**config.mk**
```make
export PLATFORM = sky130hd
export DESIGN_NAME = rl_fifo_1r1w_ctrl
export DESIGN_NICKNAME = d
export VERILOG_FILES = /design/src/rtl/rl_fifo_pkg.sv /design/src/rtl/rl_fifo_obuf.sv /design/src/rtl/rl_fifo_1r1w_ctrl.sv
export SDC_FILE = /design/constraint.sdc
export NUM_CORES = 1
export LEC_CHECK = 0
export ABC_AREA = 1
export CORE_ASPECT_RATIO = 0.75
export CORE_MARGIN = 1
export CORE_UTILIZATION = 44
export DETAILED_ROUTE_END_ITERATION = 7
export HOLD_SLACK_MARGIN = 0.1
export PLACE_DENSITY = 0.87
export SLEW_MARGIN = 20
export SYNTH_ARGS = -nofsm -noshare
export SYNTH_HDL_FRONTEND = slang
export SYNTH_HIERARCHICAL = 1
export SYNTH_SLANG_ARGS = --single-unit
```
**constraint.sdc**
```tcl
create_clock -name clk_i -period 4.3 [get_ports clk_i]
set_input_delay 0.645 -clock clk_i [delete_from_list [all_inputs] [get_ports clk_i]]
set_output_delay 0.645 -clock clk_i [all_outputs]
set_load 0.01 [all_outputs]
```
**src/rtl/rl_fifo_pkg.sv**
```systemverilog
// Shared types and width helpers for the rl_fifo 1R1W RAM controller.
package rl_fifo_pkg;

    localparam int unsigned ABITS_DEFAULT = 4;

    // Fill count width: holds 0..DEPTH+2 for the given address width.
    function automatic int unsigned cnt_width(input int unsigned abits);
        return abits + 2;
    endfunction

    function automatic int unsigned be_width(input int unsigned dbits);
        return (dbits + 7) / 8;
    endfunction

    typedef logic [ABITS_DEFAULT+1:0] cnt_t;
    typedef logic [1:0]               ob_cnt_t;

endpackage

```
**src/rtl/rl_fifo_obuf.sv**
```systemverilog
// Two-entry output register buffer; entry 0 is always the head.
module rl_fifo_obuf
    import rl_fifo_pkg::*;
#(
    parameter int unsigned DBITS = 32
) (
    input  logic             clk_i,
    input  logic             rst_i,
    input  logic             clr_i,
    input  logic             push_i,
    input  logic [DBITS-1:0] din_i,
    input  logic             pop_i,
    output ob_cnt_t          cnt_o,
    output logic [DBITS-1:0] head_o
);

    ob_cnt_t          cnt;
    logic [DBITS-1:0] ent0;
    logic [DBITS-1:0] ent1;

    always_ff @(posedge clk_i) begin
        if (rst_i || clr_i) begin
            cnt <= '0;
        end else begin
            unique case ({push_i, pop_i})
                2'b10: begin
                    if (cnt == 2'd0) ent0 <= din_i;
                    else             ent1 <= din_i;
                    cnt <= cnt + 2'd1;
                end
                2'b01: begin
                    ent0 <= ent1;
                    cnt  <= cnt - 2'd1;
                end
                2'b11: begin
                    // Pop and refill together: the new word lands behind whatever remains.
                    if (cnt == 2'd1) begin
                        ent0 <= din_i;
                    end else begin
                        ent0 <= ent1;
                        ent1 <= din_i;
                    end
                end
                default: ;
            endcase
        end
    end

    assign cnt_o  = cnt;
    assign head_o = ent0;

endmodule

```
**src/rtl/rl_fifo_1r1w_ctrl.sv**
```systemverilog
// FWFT FIFO controller over an external 1R1W RAM with a 2-entry prefetch buffer.
module rl_fifo_1r1w_ctrl
    import rl_fifo_pkg::*;
#(
    parameter int unsigned ABITS     = 4,
    parameter int unsigned DBITS     = 32,
    parameter int unsigned AFULL_LVL = 2**ABITS - 2
) (
    input  logic                         clk_i,
    input  logic                         rst_i,
    input  logic                         flush_i,
    input  logic [DBITS-1:0]             in_data_i,
    input  logic                         in_valid_i,
    output logic                         in_ready_o,
    output logic [DBITS-1:0]             out_data_o,
    output logic                         out_valid_o,
    input  logic                         out_ready_i,
    output logic [ABITS+1:0]             fill_o,
    output logic                         empty_o,
    output logic                         afull_o,
    output logic [ABITS-1:0]             ram_waddr_o,
    output logic [DBITS-1:0]             ram_din_o,
    output logic                         ram_we_o,
    output logic [be_width(DBITS)-1:0]   ram_be_o,
    output logic [ABITS-1:0]             ram_raddr_o,
    output logic                         ram_re_o,
    input  logic [DBITS-1:0]             ram_dout_i
);

    localparam int unsigned DEPTH = 2**ABITS;
    localparam int unsigned CW    = cnt_width(ABITS);

    logic [ABITS-1:0] wptr;
    logic [ABITS-1:0] rptr;
    logic [ABITS:0]   mem_cnt;
    logic             rd_pend;
    ob_cnt_t          ob_cnt;

    logic             clr;
    logic             push;
    logic             pop;
    logic             rd_issue;
    logic [2:0]       ob_occ;

    always_comb begin
        clr        = rst_i || flush_i;
        in_ready_o = (mem_cnt < (ABITS+1)'(DEPTH));
        push       = in_valid_i && in_ready_o && !clr;
        pop        = out_valid_o && out_ready_i && !clr;
        // Slots the buffer will still need after this cycle's pop; pop implies ob_cnt >= 1.
        ob_occ     = 3'(ob_cnt) + 3'(rd_pend) - 3'(pop);
        rd_issue   = (mem_cnt != '0) && (ob_occ < 3'd2) && !clr;
    end

    always_ff @(posedge clk_i) begin
        if (clr) begin
            wptr    <= '0;
            rptr    <= '0;
            mem_cnt <= '0;
            rd_pend <= 1'b0;
        end else begin
            if (push)     wptr <= wptr + 1'b1;
            if (rd_issue) rptr <= rptr + 1'b1;
            mem_cnt <= mem_cnt + (ABITS+1)'(push) - (ABITS+1)'(rd_issue);
            rd_pend <= rd_issue;
        end
    end

    rl_fifo_obuf #(
        .DBITS (DBITS)
    ) u_obuf (
        .clk_i  (clk_i),
        .rst_i  (rst_i),
        .clr_i  (flush_i),
        .push_i (rd_pend && !clr),
        .din_i  (ram_dout_i),
        .pop_i  (pop),
        .cnt_o  (ob_cnt),
        .head_o (out_data_o)
    );

    always_comb begin
        out_valid_o = (ob_cnt != '0);
        fill_o      = CW'(mem_cnt) + CW'(rd_pend) + CW'(ob_cnt);
        empty_o     = (fill_o == '0);
        afull_o     = (fill_o >= CW'(AFULL_LVL));
        ram_we_o    = push;
        ram_waddr_o = wptr;
        ram_din_o   = in_data_i;
        ram_be_o    = '1;
        ram_re_o    = rd_issue;
        ram_raddr_o = rptr;
    end

endmodule

```
==> results of run 1 <==
[worst max-delay path by stage]
stage | slack (ps) | depth (start not counted) | end
finish | 190 | 13 | ram_re_o
global placement | 160 | 23 | mem_cnt[4]
floorplan | 570 | 22 | mem_cnt[4]
detailed placement | 20 | 24 | mem_cnt[4]
CTS | 190 | 13 | ram_re_o
global route | 10 | 13 | ram_re_o
[Yosys cell counts, types with 2 or more instances]
| library cell | count |
|---|---|
| nand2_1 | 125 |
| edfxtp_1 | 64 |
| inv_1 | 43 |
| buf_4 | 39 |
| nor2_1 | 26 |
| ha_1 | 18 |
| nand2_2 | 18 |
| dfxtp_1 | 16 |
| nand3_1 | 9 |
| a21oi_1 | 5 |
| fa_1 | 4 |
| o21ai_0 | 3 |
| xnor2_1 | 3 |
| xor2_1 | 3 |
| buf_6 | 2 |
| nor2_4 | 2 |
[state kept, by name, summed over array words and instances (netlist names)]
signal,cells
u_obuf/cnt_o,2
rd_pend,1
mem_cnt,5
ram_raddr_o,4
ram_waddr_o,4
u_obuf/head_o,32
u_obuf/ent1,32
[cell type report]
class                           instances  share of cell area, %
Tap cell                              108                  2.687
Sequential cell                        80                  44.58
Clock inverter                          7                  1.418
Inverter                               45                  3.383
Multi-Input combinational cell        229                  25.05
Timing Repair Buffer                   94                  18.41
Clock buffer                            9                  4.478
[layer usage]
layer / vias up / share of wire [%]
met5: - / 0
met4: 0 / 1.8
met3: 22 / 5.0
met2: 70 / 51
met1: 1241 / 42
li1: 1337 / -
[cells by family after synthesis]
family / count (synthesis) / synth area share [%]
flops: 80 / 56.32
xor+xnor: 6 / 1.320
other cells: 1 / 0.09419
compound gates: 11 / 1.791
simple gates: 186 / 20.11
fa+ha+maj: 22 / 7.668
buf+inv: 87 / 12.70
[worst max-delay path, delay by kind of cell]
family / cells / cell delay [ps]
buffers and inverters: 4 / 1230
adder cells (fa/ha/maj): 2 / 660
AND/OR/NAND/NOR: 7 / 920
[stage by stage]
step / instances / hold slack [ps] / utilization (%) / total power [mW]
final: 572 / 495.4 / 58.49 / 1.777
after global routing: 572 / 516.0 / 58.49 / 1.845
after CTS: 572 / 500.2 / 58.49 / 1.798
after detailed placement: 556 / 491.3 / 55.04 / 1.046
after global placement: 556 / 482.0 / 55.04 / 1.038
after floorplan: 396 / 487.4 / - / 0.9883
[power by group through the flow]
stage,sequential (mW),clock (mW),combinational [mW]
final,0.850,0.748,0.179
after global routing,0.850,0.795,0.200
after CTS,0.850,0.767,0.181
after detailed placement,0.867,0,0.180
after global placement,0.866,0,0.172
after floorplan,0.866,0,0.122
==> results.yml, run 1 <==
status:
  status: "finished, violations left"
  violations: "design-rule violations"
worst_hold_path:
  hold_class: "reg2reg"
  hp-start: "ram_waddr_o[3]"
  hold-path-cell-count: 2
  min_to: "ram_waddr_o[3]"
floorplanning:
  die_area_mm2: 0.009437
  start_util_pct: 46.30
  die_width_um: 111.8
  ios: 157
  core_area_mm2: 0.008600
  die-height_um: 84.38
  fp-row-count: 29
critical_path:
  cp_max_fo: 8
  crit_slowest_cell: "clkdlybuf4s50_1"
  slowest_delay_ps: 550
  r2r-start: "u_obuf/cnt_o[1]"
  worstSetupEndpointType: "output port"
  ff2ff_setup_slack_ps: 700
  cpMostUsedCell: "nand2_1"
  worstPathRequired_ps: 3650
  crit_path_start: "flush_i"
  critical_path_class: "in2out"
  critical_path.startpoint_type: "primary input"
  worstPathCellList: "clkdlybuf4s50_1 > nor2_4 > nand2_1 > nor2_1 > ha_1 > or2_2 > fa_1 > inv_1 > nand2_1 > nand2_1 > nand3_4 > inv_1 > clkdlybuf4s50_1"
  r2r_end: "mem_cnt[4]"
  crit_arrival_ps: 3460
  reg2reg_depth: 22
sta:
  rsz0062_at_grt: "no"
  fin_tns_setup_ps: 0
  fmax_mhz: 243.4
  slew_violations: 0
  finalWorstSetupSlack_ps: 191.7
  clock_skew_ps: 7.704
  timing.final.crit_share_pct: 95.54
  setup-violations-final: 0
  hold_viol_final: 0
  max_slew_margin_pct: 34.62
  fin_crit_ps: 4108
  tightestPinTransition_ps: 978.3
clock_tree:
  cts_tree: "done"
  cts_root_buf: "clkbuf_16"
  cts_resized: 0
  clkLatencyLatePin_ps: 330
  clock_path_buffers: 2
  clk_transition_reported_paths_ps: 60
  cts_buffers: 9
  post_cts_buffers: 0
  ctsHoldBuffers: 0
  cts_sinks: 80
  cts.htree.levels: 3
grt:
  grt_max_degree: 33
  grt_use_met2_pct: 29.59
  grt_busiest_layer: "met2"
  grt_pass1_wl_mm: 12.61
  antenna_found_initial: 0
  track_usage_pct: 17.37
  grt_use_met3_pct: 4.765
  grt_pass1_vias: 2606
  overflow: 0
  grt_util_met1_pct: 20.49
power:
  p_sw_share_pct: 22.15
  p_int_mw: 1.384
  p_leak_nw: 2.072
  seq_power_share_pct: 47.8
  p_switching_mw: 0.3937
  powerDensity_mw_per_mm2: 353.4
  p_comb_share_pct: 10.1
  clkPwrFrac_pct: 42.1
  vdd_drop_max_mv: 0.2145
final_layout:
  multi_input_area_mm2: 0.001260
  area_growth_syn_to_layout_pct: 26.34
  layout_common_cells: "nand2_1 (125), clkdlybuf4s50_1 (88), edfxtp_1 (64)"
  final_common_cell: "nand2_1"
  nFillCells: 733
  fin_nets: 550
  antenna_cells: 0
  drive_gt1_share_pct: 10.78
  postLayoutCellArea_mm2: 0.005030
  register_area_mm2: 0.002242
drt:
  wl_mm: 7.995
  via_per_inst: 4.668
  drtAntennaViolNets: 0
  num_vias: 2670
  drtIter0Drc: 191
  routedWlPerCell_um: 13.98
  drc: 8
  first_pass_iters: 7
place:
  place.gp.congestion: 0.8310
  numPortBuffers: 88
  pre_cts_ws_ps: 19.44
  dpl_cell_area_mm2: 0.004733
  dp_hpwl_mm: 5.828
logic_synthesis:
  syn_inst: 393
  netlist_area_mm2: 0.003981
  ys_async_sr_fraction_pct: 0
  synthDistinctLibCells: 29
  yosysTopAreaCellShare_pct: 48.27
  avgSynthCellArea_um2: 10.13
  synthTopCellsByArea: "edfxtp_1 (48%), nand2_1 (12%), dfxtp_1 (8.0%)"
  synth-seq-cells: 80
  synth-edff-count: 64
  ys_warn_count: 6
  ys_seq_area_share_pct: 56.32
  synthFlopType: "edfxtp_1"
  synth_top_area_cell: "edfxtp_1"
flow_run:
  cap_violations: 0
Power figures use the tool's default switching activity.
==> inputs of run 2 (changes only) <==
ABC_AREA = unset   (was 1)
CORE_UTILIZATION = 45   (was 44)
HOLD_SLACK_MARGIN = 0.02   (was 0.1)
PLACE_DENSITY = 0.86   (was 0.87)
==> results.yml, run 2 <==
logic_synthesis:
  netlist_area_mm2: 0.004439
  yosysMostFrequentCell: "edfxtp_1"
  ys_warn_count: 6
  ys_seq_area_share_pct: 50.51
  synthTopCellsByArea: "edfxtp_1 (43%), mux2_4 (9.8%), a221o_1 (7.2%)"
  netlist_top_cells_count: "edfxtp_1 (64), buf_4 (36), and2_1 (34), a221o_1 (32), mux2_4 (29)"
  synth-edff-count: 64
  synthFlopType: "edfxtp_1"
  synthDistinctLibCells: 39
  synth_top_area_cell: "edfxtp_1"
  yosysTopAreaCellShare_pct: 43.29
  ys_async_sr_fraction_pct: 0
  avgSynthCellArea_um2: 12.90
  syn_inst: 344
  synth-seq-cells: 80
clock_tree:
  clkLatencyLatePin_ps: 330
  cts_sinks: 80
  ctsHoldBuffers: 0
  clock_path_buffers: 2
  cts_root_buf: "clkbuf_16"
  cts_buffers: 9
  cts_tree: "done"
  cts_resized: 0
  post_cts_buffers: 0
  clk_transition_reported_paths_ps: 60
  cts.htree.levels: 3
power:
  p_leak_nw: 2.053
  powerDensity_mw_per_mm2: 339.3
  vdd_drop_max_mv: 0.1535
critical_path:
  crit_path_start: "flush_i"
  critical_path.startpoint_type: "primary input"
  ff2ff_setup_slack_ps: 440
  r2r-start: "u_obuf/cnt_o[1]"
  cp_num_buf_inv: 3
  critical_path_class: "in2out"
  crit_slowest_cell: "clkdlybuf4s50_1"
  worstSetupEndpointType: "output port"
  reg2reg_depth: 18
  cp_top_family: "buffers and inverters"
  worstPathRequired_ps: 3650
  worstPathCellList: "clkdlybuf4s50_1 > nor2_2 > and3_1 > ha_1 > nand2b_1 > fa_1 > xor2_1 > or3b_1 > nor2_2 > buf_4 > clkdlybuf4s50_1"
  crit_cells: 11
  setup.worst_path.end: "ram_re_o"
  r2r_end: "mem_cnt[4]"
  slowest_delay_ps: 520
  crit_arrival_ps: 3540
  cp_max_fo: 2
grt:
  track_usage_pct: 18.35
  grt_pass1_vias: 2891
  overflow: 0
  grt_pass1_wl_mm: 13.94
  antenna_found_initial: 0
  grt_max_degree: 34
place:
  numPortBuffers: 88
  place.gp.congestion: 0.8312
  dp_hpwl_mm: 6.454
drt:
  drc: 0
  via_per_inst: 5.336
  num_vias: 2887
  first_pass_iters: 4
  wl_mm: 9.112
  drtAntennaViolNets: 0
  routedWlPerCell_um: 16.84
  drtIter0Drc: 142
worst_hold_path:
  hold-path-cell-count: 2
  hold_class: "reg2reg"
sta:
  timing.final.crit_share_pct: 97.24
  hold_ws_ps: 523.3
  fin_tns_setup_ps: 0
  fmax_mhz: 239.2
  fin_crit_ps: 4181
  max_slew_margin_pct: 49.72
  hold_viol_final: 0
  setup-violations-final: 0
  clock_skew_ps: 4.260
  tightestPinTransition_ps: 753.4
  slew_violations: 0
floorplanning:
  ios: 157
  die_area_mm2: 0.01027
  die_width_um: 116.7
  die-height_um: 88.02
  core_area_mm2: 0.009309
  fp-row-count: 30
  start_util_pct: 47.69
final_layout:
  fin_nets: 500
  drive_gt1_share_pct: 17.68
  final_common_cell: "clkdlybuf4s50_1"
  layout_common_cells: "clkdlybuf4s50_1 (88), edfxtp_1 (64), and2_1 (34)"
  area_growth_syn_to_layout_pct: 25.99
  final_util_pct: 60.08
  antenna_cells: 0
flow_run:
  cap_violations: 0
status:
  status: "complete, no violations"
[run 2: area by class of cell]
type,instances,area [um^2]
clock buffers,9,225.2
clock inverters,6,85.08
fillers,768,3716
inverters,20,75.07
multi-input cells,194,1804
flip-flops and latches,80,2242
well taps,128,160.2
repair buffers,104,1001
[run 2: per-stage QoR]
| stage | worst slack [ps] | total power, mW | area, um^2 | std cells |
|---|---|---|---|---|
| after floorplan | 17.65 | 1.031 | 4463 | 347 |
| after global placement | 39.73 | 1.106 | 5268 | 526 |
| after detailed placement | -141.2 | 1.118 | 5268 | 526 |
| after CTS | 104.0 | 1.920 | 5578 | 541 |
| after global routing | -13.75 | 1.973 | 5593 | 541 |
| final | 118.8 | 1.898 | 5593 | 541 |
[run 2: worst min path at each step]
stage          slack (ps)           start             end
3_3_place_gp          500  ram_waddr_o[3]  ram_waddr_o[3]
2_1_floorplan         520  ram_raddr_o[1]  ram_raddr_o[1]
3_5_place_dp          510  ram_raddr_o[3]  ram_raddr_o[3]
4_1_cts               530  ram_raddr_o[3]  ram_raddr_o[3]
6_report              520  ram_waddr_o[3]  ram_waddr_o[3]
5_1_grt               570  ram_raddr_o[1]  ram_raddr_o[1]
[run 2: metal layers]
metal	up-vias	routed length, um	GRT usage (%)
li1	1333	-	-
met1	1434	3940	21.59
met2	97	4524	31.20
met3	23	469	5.467
met4	0	178	8.285
met5	-	0	0
[run 2: cell families (layout without fill, tap and decap cells)]
group	Yosys count	count (layout)	synth area share (%)
flops	80	80	50.51
buf+inv	73	139	10.32
other cells	1	4	0.08447
mux	33	33	10.79
fa+ha+maj	22	22	6.877
xor+xnor	14	14	2.762
compound gates	44	44	9.019
simple gates	77	77	9.639
[run 2: power by group]
part	switching [mW]	total, mW	internal [mW]
clock	0.291	0.794	0.502
sequential	0.0127	0.860	0.847
combinational	0.107	0.244	0.137
total	0.411	1.90	1.49
[run 2: worst min-delay path: stages (launching register included)]
cell	delay (ps)
dfxtp_1	340
xor2_1	70
nor2_1	70
==> inputs of run 3 (changes only) <==
--- a/config.mk
+++ b/config.mk
@@ -12,5 +12,4 @@
 export HOLD_SLACK_MARGIN = 0.02
 export PLACE_DENSITY = 0.86
-export SLEW_MARGIN = 20
 export SYNTH_ARGS = -nofsm -noshare
 export SYNTH_HDL_FRONTEND = slang
==> constraint.sdc (replaced) <==
create_clock -name clk_i -period 4.3 [get_ports clk_i]
set_input_delay 0.645 -clock clk_i [delete_from_list [all_inputs] [get_ports clk_i]]
set_output_delay 0.645 -clock clk_i [all_outputs]
set_load 0.05 [all_outputs]
==> results.yml, run 3 (same netlist as run 2, synthesis figures left out) <==
drt:
  drc: 0
  wl_mm: 9.127
  via_per_inst: 5.292
  num_vias: 2863
  drtAntennaViolNets: 0
  drtIter0Drc: 228
  first_pass_iters: 4
  routedWlPerCell_um: 16.87
critical_path:
  ff2ff_setup_slack_ps: 370
  worstPathRequired_ps: 4500
  critical_path.startpoint_type: "primary input"
  cp_max_fo: 2
  r2r-start: "u_obuf/cnt_o[1]"
  critical_path_class: "in2reg"
  worstSetupEndpointType: "flip-flop"
  crit_arrival_ps: 4330
  reg2reg_depth: 18
  r2r_end: "mem_cnt[4]"
power:
  p_sw_share_pct: 23.41
  p_switching_mw: 0.4962
  finalPower_mw: 2.120
  seq_power_share_pct: 40.6
  p_int_mw: 1.623
  clkPwrFrac_pct: 43.9
  vdd_drop_max_mv: 0.1744
  p_comb_share_pct: 15.5
  powerDensity_mw_per_mm2: 373.8
  p_leak_nw: 2.085
final_layout:
  area_growth_syn_to_layout_pct: 27.73
  final_common_cell: "clkdlybuf4s50_1"
  final_util_pct: 60.91
  nFillCells: 767
  antenna_cells: 0
  layout_common_cells: "clkdlybuf4s50_1 (87), edfxtp_1 (64), and2_1 (34)"
  drive_gt1_share_pct: 18.40
  fin_nets: 499
  register_area_mm2: 0.002242
  stdcell_count: 541
  multi_input_area_mm2: 0.001808
flow_run:
  cap_violations: 0
place:
  place_inst: 525
  numPortBuffers: 88
  pre_cts_ws_ps: -187.1
  dp_hpwl_mm: 6.442
  place.gp.congestion: 0.8338
sta:
  clock_skew_ps: 7.068
  tightestPinTransition_ps: 1119
  max_slew_margin_pct: 25.39
  setup-violations-final: 0
  finalWorstSetupSlack_ps: 169.3
  fmax_mhz: 242.1
  timing.final.crit_share_pct: 96.06
  hold_viol_final: 0
  fin_crit_ps: 4131
  slew_violations: 0
floorplanning:
  start_util_pct: 47.69
  die_area_mm2: 0.01027
  core_area_mm2: 0.009309
  die-height_um: 88.02
  ios: 157
  fp-row-count: 30
  die_width_um: 116.7
worst_hold_path:
  hold-path-cell-count: 2
  hp-start: "ram_waddr_o[3]"
  min_to: "ram_waddr_o[3]"
  hold_class: "reg2reg"
clock_tree:
  clock_path_buffers: 2
  cts_buffers: 9
  cts_root_buf: "clkbuf_16"
  cts_sinks: 80
  cts.htree.levels: 3
  clk_transition_reported_paths_ps: 60
  cts_tree: "done"
  clkLatencyLatePin_ps: 320
  ctsHoldBuffers: 0
grt:
  grt_pass1_wl_mm: 14.25
  overflow: 0
  grt_pass1_vias: 2979
  antenna_found_initial: 0
  track_usage_pct: 18.58
  grt_max_degree: 34
status:
  status: "complete, no violations"
## run 3: cell types whose count changed in the layout (fill, tap and decap cells not counted), sizes merged
cell           previous run  this run
bufinv                    2         4
clkinvlp                  2         0
clkbuf                    9        10
clkdlybuf4s50            88        87
clkinv                    2         1
inv                      20        21
## run 3: worst max-delay path by stage
stage | from | end | slack [ps] | depth (start not counted)
6_report | flush_i | mem_cnt[4] | 170 | 18
2_1_floorplan | flush_i | u_obuf/ent1[0] | -20 | 9
3_3_place_gp | flush_i | mem_cnt[4] | 50 | 18
3_5_place_dp | flush_i | mem_cnt[4] | -190 | 18
5_1_grt | flush_i | mem_cnt[4] | -5 | 18
4_1_cts | flush_i | mem_cnt[4] | 130 | 18
## run 3: cell type report
cell class / instances / share of cell area [%]
multi-input cells: 194 / 31.88
flip-flops and latches: 80 / 39.54
well taps: 128 / 2.824
inverters: 20 / 1.324
clock inverters: 6 / 2.471
clock buffers: 10 / 4.038
repair buffers: 103 / 17.92
## run 3: per-stage QoR
| stage | TNS, ps | hold WS, ps | area (um^2) |
|---|---|---|---|
| after floorplan | -707.7 | 542.0 | 4473 |
| after global placement | 0 | 496.6 | 5293 |
| after detailed placement | -187.1 | 513.7 | 5293 |
| after global routing | -4.986 | 574.8 | 5670 |
| final | 0 | 526.3 | 5670 |
| after CTS | 0 | 532.0 | 5662 |
## run 3: power groups by stage
stage | registers (mW) | logic (mW) | clock network (mW)
floorplan | 0.888 | 0.266 | 0
global placement | 0.875 | 0.306 | 0
detailed placement | 0.876 | 0.320 | 0
CTS | 0.859 | 0.323 | 0.956
global route | 0.861 | 0.349 | 0.987
finish | 0.860 | 0.328 | 0.931
## run 3: layer usage
layer | GRT usage (%) | up-vias | part of all wire, %
li1 | - | 1337 | -
met1 | 20.46 | 1403 | 42
met2 | 34.16 | 105 | 51
met3 | 4.360 | 18 | 5.6
met4 | 8.516 | 0 | 1.9
met5 | 0 | - | 0
## run 3: critical path, cell delays in order
cell             delay (ps)
clkdlybuf4s50_1         510
nor2_2                   60
and3_1                  180
ha_1                    260
nand2b_1                150
fa_1                    390
xor2_1                  170
or3b_4                  410
nor2_4                  100
ha_1                    240
inv_1                    60
ha_1                    150
inv_1                    60
fa_1                    400
nand2b_1                170
a21oi_2                 160
or3_1                   140
a21oi_1                  60
## run 3: what timing repair did
item | CTS | global route
setup endpoints to repair | 0 | 1
resized for setup | 0 | 3
buffers inserted | 0 | 0
==> edit (flow settings as in run 1) <==
`DBITS` is set to 32 in 2 places; all go to 16.
--- a/src/rtl/rl_fifo_obuf.sv
+++ b/src/rtl/rl_fifo_obuf.sv
@@ -3,5 +3,5 @@
     import rl_fifo_pkg::*;
 #(
-    parameter int unsigned DBITS = 32
+    parameter int unsigned DBITS = 16
 ) (
     input  logic             clk_i,
--- a/src/rtl/rl_fifo_1r1w_ctrl.sv
+++ b/src/rtl/rl_fifo_1r1w_ctrl.sv
@@ -4,5 +4,5 @@
 #(
     parameter int unsigned ABITS     = 4,
-    parameter int unsigned DBITS     = 32,
+    parameter int unsigned DBITS     = 16,
     parameter int unsigned AFULL_LVL = 2**ABITS - 2
 ) (
Ports: changed (5 resized); port bits go from 157 to 91. The function was not compared with the original's and may differ.
==> edit against run 1 <==
  * Cell area is 35% lower
  * Cell count decreased by 26%
  * Sequential cell count is 32 lower
  * Core utilization shrank 1.8 points
  * Worst hold slack improved by 8.7 ps
  * Wire length down 39%
  * Synthesized area decreased by 34%
  * Power decreased by 49%
  * Setup slack lost 3.5 ps
  * Synthesized cell count fell by 25%
  * Highest routed layer unchanged
==> edit: results (changes against run 1) <==
The run finished with clean final reports. The via density per instance came out at 4.65 (-0.43%). Clock tree synthesis selected as its root buffer the cell sky130_fd_sc_hd__clkbuf_8. The detailed-route wire length on metal 1 came out at 2160 microns (-36%).

The met3 track demand over resource in global routing was 4.19% (-0.57 points). The met2 wire length was 2290 microns (-44%). The count of fill cells added during filler insertion is 498 (-32%). The via count of the first global-routing pass came out at 1816 (-30%). The mean instance size in the synthesized netlist came out at 8.99 sq um (-11%). The clock-pin slew reported for the worst setup and hold paths after clock tree synthesis came out at 80 ps (+20 ps).

The later-pin clock latency in the skew report is 300 ps (-30 ps). The HPWL reported at the end of detailed placement is 3820 microns (-34%). The global-route total usage across every layer came to 16.2% (-1.2 points).

The commonest cells after synthesis are sky130_fd_sc_hd__nand2_1 (93), sky130_fd_sc_hd__inv_1 (43), sky130_fd_sc_hd__edfxtp_1 (32). The minimum hold slack came out at 504 ps (+8.68 ps). The adder and majority cell fraction of the synthesized area came to 12.0% (+4.4 points). The number of I/O port buffers is 56 (-36%). The final estimated routing congestion in global placement is 0.804 (-3.3%).

The area taken by multi-input logic gates came out at 0.00106 sq mm (-16%). The compound-gate portion of the synthesized area came out at 2.70% (+0.91 points). The post-layout net count came to 404 (-27%). The global-route wire length before repair is 8070 microns (-36%).

The post-detailed-placement cell area came out at 0.00320 sq mm (-32%). The fraction of layout instances using a drive strength above 1 came out at 7.83% (-2.9 points). The number of CTS-inserted buffers is 5 (-4).
==> edit: worst max-delay path by stage <==
stage	end	cells after the start
2_1_floorplan	mem_cnt[4]	22
3_3_place_gp	mem_cnt[4]	23
3_5_place_dp	mem_cnt[4]	24
4_1_cts	ram_re_o	13
5_1_grt	mem_cnt[4]	24
6_report	ram_re_o	13
==> edit: power groups by stage <==
stage / sequential, mW / clock (mW) / combinational (mW)
floorplan: 0.515 / 0 / 0.0966
CTS: 0.505 / 0.269 / 0.150
finish: 0.504 / 0.259 / 0.150
detailed placement: 0.515 / 0 / 0.150
global placement: 0.515 / 0 / 0.144
global route: 0.506 / 0.284 / 0.167
==> edit: cell type report <==
cell class,instances,share of cell area [%]
Multi-Input combinational cell,184,32.2
Tap cell,78,2.97
Timing Repair Buffer,60,18.0
Sequential cell,48,39.0
Clock buffer,5,2.09
Inverter,45,5.18
Clock inverter,3,0.571
